File: src/rtl/hazard_ctrl.sv
// Pipeline hazard controller for the five-stage core.
// Shadows each in-flight writer through E/M/W, ages its Tnew as it advances,
// and derives the D stall plus the forwarding selects for D, E and M.
// The rs/rt use bits are consumed in D only. Stalls are decided there, and
// forwarding deliberately ignores use bits, so they are not carried into E/M.
module hazard_ctrl (
  input  logic       clk,
  input  logic       reset,
  input  logic [4:0] D_A1,
  input  logic [4:0] D_A2,
  input  logic [4:0] D_A3,
  input  logic       D_rs_use,
  input  logic       D_rt_use,
  input  logic [2:0] D_rsTuse,
  input  logic [2:0] D_rtTuse,
  input  logic [2:0] D_Tnew,
  output logic       stall,
  output logic [1:0] D_fwd_rs,
  output logic [1:0] D_fwd_rt,
  output logic [1:0] E_fwd_rs,
  output logic [1:0] E_fwd_rt,
  output logic [1:0] M_fwd_rt,
  output logic [2:0] E_Tnew_q,
  output logic [2:0] M_Tnew_q
);

  logic [4:0] e_a1, e_a2, e_a3;
  logic [2:0] e_tnew;
  logic [4:0] m_a2, m_a3;
  logic [2:0] m_tnew;
  logic [4:0] w_a3;

  logic       rs_hz, rt_hz;

  function automatic logic [2:0] sat_dec(input logic [2:0] x);
    return (x != 3'd0) ? (x - 3'd1) : 3'd0;
  endfunction

  // One producer stage in a nearest-first forwarding chain: a match on this
  // stage decides the select (its code if ready, else none); otherwise the
  // decision falls through to the older stage.
  function automatic logic [1:0] pick(input logic [4:0] r,
                                      input logic [4:0] a3,
                                      input logic [2:0] tnew,
                                      input logic [1:0] code,
                                      input logic [1:0] older);
    if (r != 5'd0 && a3 == r)
      return (tnew == 3'd0) ? code : 2'd0;
    return older;
  endfunction

  // Operand hazard: the youngest matching producer in E or M decides.
  function automatic logic op_hz(input logic       use_op,
                                 input logic [4:0] r,
                                 input logic [2:0] tuse,
                                 input logic [4:0] ea3,
                                 input logic [2:0] etnew,
                                 input logic [4:0] ma3,
                                 input logic [2:0] mtnew);
    if (!use_op || r == 5'd0)
      return 1'b0;
    if (ea3 == r)
      return etnew > tuse;
    if (ma3 == r)
      return mtnew > tuse;
    return 1'b0;
  endfunction

  // Shadow pipeline: E loads D (or a bubble on stall), M and W always advance.
  always_ff @(posedge clk or posedge reset) begin
    if (reset) begin
      e_a1   <= 5'd0;
      e_a2   <= 5'd0;
      e_a3   <= 5'd0;
      e_tnew <= 3'd0;
      m_a2   <= 5'd0;
      m_a3   <= 5'd0;
      m_tnew <= 3'd0;
      w_a3   <= 5'd0;
    end else begin
      if (stall) begin
        e_a1   <= 5'd0;
        e_a2   <= 5'd0;
        e_a3   <= 5'd0;
        e_tnew <= 3'd0;
      end else begin
        e_a1   <= D_A1;
        e_a2   <= D_A2;
        e_a3   <= D_A3;
        e_tnew <= D_Tnew;
      end
      m_a2   <= e_a2;
      m_a3   <= e_a3;
      m_tnew <= sat_dec(e_tnew);
      w_a3   <= m_a3;
    end
  end

  // Stall D whenever an operand is needed before its producer can supply it.
  always_comb begin
    rs_hz = op_hz(D_rs_use, D_A1, D_rsTuse, e_a3, e_tnew, m_a3, m_tnew);
    rt_hz = op_hz(D_rt_use, D_A2, D_rtTuse, e_a3, e_tnew, m_a3, m_tnew);
    stall = rs_hz | rt_hz;
  end

  // Forward selects: scan producers nearest first; W results are always ready.
  always_comb begin
    D_fwd_rs = pick(D_A1, e_a3, e_tnew, 2'd1,
               pick(D_A1, m_a3, m_tnew, 2'd2,
               pick(D_A1, w_a3, 3'd0,   2'd3, 2'd0)));
    D_fwd_rt = pick(D_A2, e_a3, e_tnew, 2'd1,
               pick(D_A2, m_a3, m_tnew, 2'd2,
               pick(D_A2, w_a3, 3'd0,   2'd3, 2'd0)));
    E_fwd_rs = pick(e_a1, m_a3, m_tnew, 2'd2,
               pick(e_a1, w_a3, 3'd0,   2'd3, 2'd0));
    E_fwd_rt = pick(e_a2, m_a3, m_tnew, 2'd2,
               pick(e_a2, w_a3, 3'd0,   2'd3, 2'd0));
    M_fwd_rt = pick(m_a2, w_a3, 3'd0,   2'd3, 2'd0);
  end

  // Tracked Tnew exposed for debug.
  always_comb begin
    E_Tnew_q = e_tnew;
    M_Tnew_q = m_tnew;
  end

endmodule

File: config.mk
export PLATFORM = sky130hd
export DESIGN_NAME = hazard_ctrl
export DESIGN_NICKNAME = d
export VERILOG_FILES = /design/src/rtl/hazard_ctrl.sv
export SDC_FILE = /design/constraint.sdc
export NUM_CORES = 1
export LEC_CHECK = 0
export ABC_CLOCK_PERIOD_IN_PS = 5400
export CAP_MARGIN = 20
export CORE_ASPECT_RATIO = 1.2
export CORE_MARGIN = 2
export CORE_UTILIZATION = 40
export CTS_BUF_LIST = sky130_fd_sc_hd__clkbuf_8
export CTS_CLUSTER_DIAMETER = 120
export CTS_CLUSTER_SIZE = 40
export DETAILED_ROUTE_END_ITERATION = 8
export GPL_ROUTABILITY_DRIVEN = 0
export PLACE_DENSITY = 0.72
export SLEW_MARGIN = 20
export SYNTH_ARGS = -nofsm -noshare
export SYNTH_HDL_FRONTEND = slang
export SYNTH_SLANG_ARGS = --single-unit
File: constraint.sdc
create_clock -name clk -period 5.4 [get_ports clk]
set_input_delay 1.08 -clock clk [delete_from_list [all_inputs] [get_ports clk]]
set_output_delay 1.08 -clock clk [all_outputs]
set_load 0.05 [all_outputs]
==> results.md <==
- Syn avg cell area: 9.57 µm²
- Final setup fails: 0
- I/O Buffers: 44
- Number of synthesized flops with an enable pin: 0
- Hold path start: e_a2[1]
- Tot GR Track Use: 0.201
- Synth Area in XOR/XNOR: 0.201
- Post-synthesis mux area share: 0.00478
- Top cells by count, synth: 36 x dfrtp_1, 29 x xnor2_1, 25 x xor2_1
- Post-Route WL: 5.98 mm
- Core Box Area: 5670 µm²
- Routed len/inst: 16.3 µm
- Synth top area cells: dfrtp_1 38%, xnor2_1 11%, xor2_1 9.3%
- N_diodes: 0
- Leak: 0.00119 µW
- Setup repair after global routing missed its margin: false
- Post-CTS Setup Bufs: 0
- Synthesized-area fraction occupied by and/or/nand/nor cells: 0.189
- Reg2Reg Capture Point: e_a3[3]
- Area leader, netlist: dfrtp_1
- Final Skew: 0.00542 ns
- Row Count: 30
- I/O Pins: 45
- Fin. max-slew vios: 0
- Reg2Reg Launch Point: e_a3[4]
- Max stage delay on crit path: 0.87 ns
- Synthesis Warnings: 0
- Tightest hold margin: 0.463 ns
- Worst Reg-to-Reg Cells: 6
- Post-synthesis instance total: 246
- Library cells used by synthesis: 38
- Clock buffer count from CTS: 5
- Pwr/cell area: 234 nW/µm²
- First drt pass iteration count: 4
- Residual DRC: 0
- Mapped Nets: 288
- Final period utilization: 0.887
- Die area: 6520 µm²
- Status: finished, final reports clean
- Post-synth top flop: dfrtp_1
- Die H: 88.1 µm
- CTS hold repair buffers: 0
- Post-layout util: 0.522
- Final Hold Fails: 0
- Post-Syn Area: 2350 µm²
- Vias in the first global route: 1941
- Post-synth ARST share: 1.00
- VDD IR-drop max: 112 µV
- Detail Placement HPWL: 4.53 mm
- Reg clk slew, reported paths: 0.07 ns
- Initial DRC count: 134
- Area share of the largest cell type after synthesis: 0.383
- Crit path kind: in2out
- CTS tree: yes
- Data arrival, critical path: 3.71 ns
- Net count, final: 328
- Crit-path cells: clkdlybuf4s50_1 > xor2_1 > nor3_1 > nand3_1 > or2_2 > a211oi_1 > clkdlybuf4s50_1
- Largest family of logic cells by synthesized area: XOR/XNOR gates
- Hold Path Class: reg2reg
- Least-Margin Pin Slew: 0.774 ns
- Type of origin of the critical path: primary input
- Critical path's top delay family: buffers and inverters
- P&R area growth vs syn: 25.6%
- Via count: 1955
- Crit path required time: 4.32 ns
- Most common cell in the netlist: dfrtp_1
- Share of layout cells above drive strength 1: 0.0732
- Cell mode on critical path: clkdlybuf4s50_1
- CP bufs+invs: 2
- Pwr Total: 692 µW
- Clock root buffer: clkbuf_8
- Setup_tns: 0 ns
- Post-cts sizing count: 0
- Largest net degree at the start of global routing: 37
- Final ANT Viol Nets: 0
- #FFs+latches synth: 36
- Max-Cap Viols: 0
- Latest clock arrival within the worst-skew pair: 0.29 ns
- Sequential share of the synthesized area: 0.383
- Crit. End Element: output port
- Clock buffer depth: 2
- Highest Clock Rate: 0.209 GHz
- Vias/cell: 5.33
- R2r setup slk: 3.40 ns
- First-pass GRT wire length: 9.75 mm
- Synth Area in Compound Gates: 0.0962
- Starting Density: 0.415
- H-tree levels: 2
- Hold path endpoint: m_a2[1]
- Crit Path Max Fanout: 5
- Synth Area in Adders: 0.0744
- Relative slew margins: 0.484
- Grt ovf: 0
- Slowest CP cell: clkdlybuf4s50_1
- Die X: 74.0 µm
- Min cycle time layout: 4.79 ns
- Clock sinks: 36
- Min-Delay Path Depth: 0
- Initial antenna violation count: 0
-- area by class of cell --
cell class / count / area (µm²)
Clock inverter: 2 / 11.3
Sequential cell: 36 / 901
Clock buffer: 6 / 82.6
Timing Repair Buffer: 48 / 480
Fill cell: 538 / 2710
Tap cell: 80 / 100
Multi-Input combinational cell: 181 / 1330
Inverter: 14 / 52.6
-- how the worst max path moves through the flow --
stage,start,to,slack (ns),cells after the start
2_1_floorplan,D_A2[0],D_fwd_rt[1],1.21,5
3_3_place_gp,D_A2[1],D_fwd_rt[1],0.66,7
3_5_place_dp,D_A2[2],D_fwd_rt[1],0.64,7
4_1_cts,D_A2[2],D_fwd_rt[1],0.64,7
5_1_grt,D_A2[2],D_fwd_rt[1],0.47,7
6_report,D_A2[1],D_fwd_rt[1],0.61,7
-- through the flow --
step           setup WS (ns)  std cells  instance area (µm²)
2_1_floorplan           1.21        246                 2350
3_3_place_gp           0.660        359                 2860
3_5_place_dp           0.637        359                 2860
4_1_cts                0.636        367                 2960
5_1_grt                0.471        367                 2960
6_report               0.610        367                 2960
-- power breakdown --
| group | internal (µW) | leakage, µW | switching (µW) |
|---|---|---|---|
| Combinational | 82.7 | 0.000721 | 96.1 |
| Sequential | 288 | 0.000423 | 30.3 |
| Clock | 102 | 0.0000486 | 92.8 |
-- state kept, by name (all words and copies together), names as in the netlist --
signal and flops:
m_a2 5, m_a3 5, M_Tnew_q 3, e_a1 5, e_a2 5, e_a3 5, E_Tnew_q 3, w_a3 5
-- cells by family (layout without fill, tap and decap cells) --
logic type,Yosys count,in the layout
and+or+nand+nor,76,76
buffers and inverters,29,70
DFF,36,36
adders and majority gates,14,14
AOI/OAI and AO/OA,36,36
muxes,1,1
xor gates and xnor gates,54,54
-- metal layers --
layer	track usage	routed length [µm]
met4	0.0876	168
met5	0	0
met3	0.0357	237
met1	0.247	2450
met2	0.341	3130
-- cell usage in the layout, fill, tap and decap left out, types with 2 or more instances in the layout --
master / netlist / layout
clkdlybuf4s50_1: 0 / 43
dfrtp_1: 36 / 36
xnor2_1: 29 / 29
xor2_1: 25 / 25
o21ai_0: 21 / 21
nor4_1: 19 / 19
inv_1: 14 / 15
ha_1: 14 / 14
nor2_1: 11 / 11
nor3_1: 11 / 11
nand3_1: 11 / 11
nand2_1: 8 / 8
clkbuf_8: 0 / 6
a21oi_1: 4 / 4
buf_4: 1 / 4
or2_2: 3 / 3
or4_1: 2 / 2
o2111a_1: 2 / 2
a21o_1: 2 / 2
nor4b_1: 2 / 2
No activity file was read; power rests on OpenSTA's default activity.
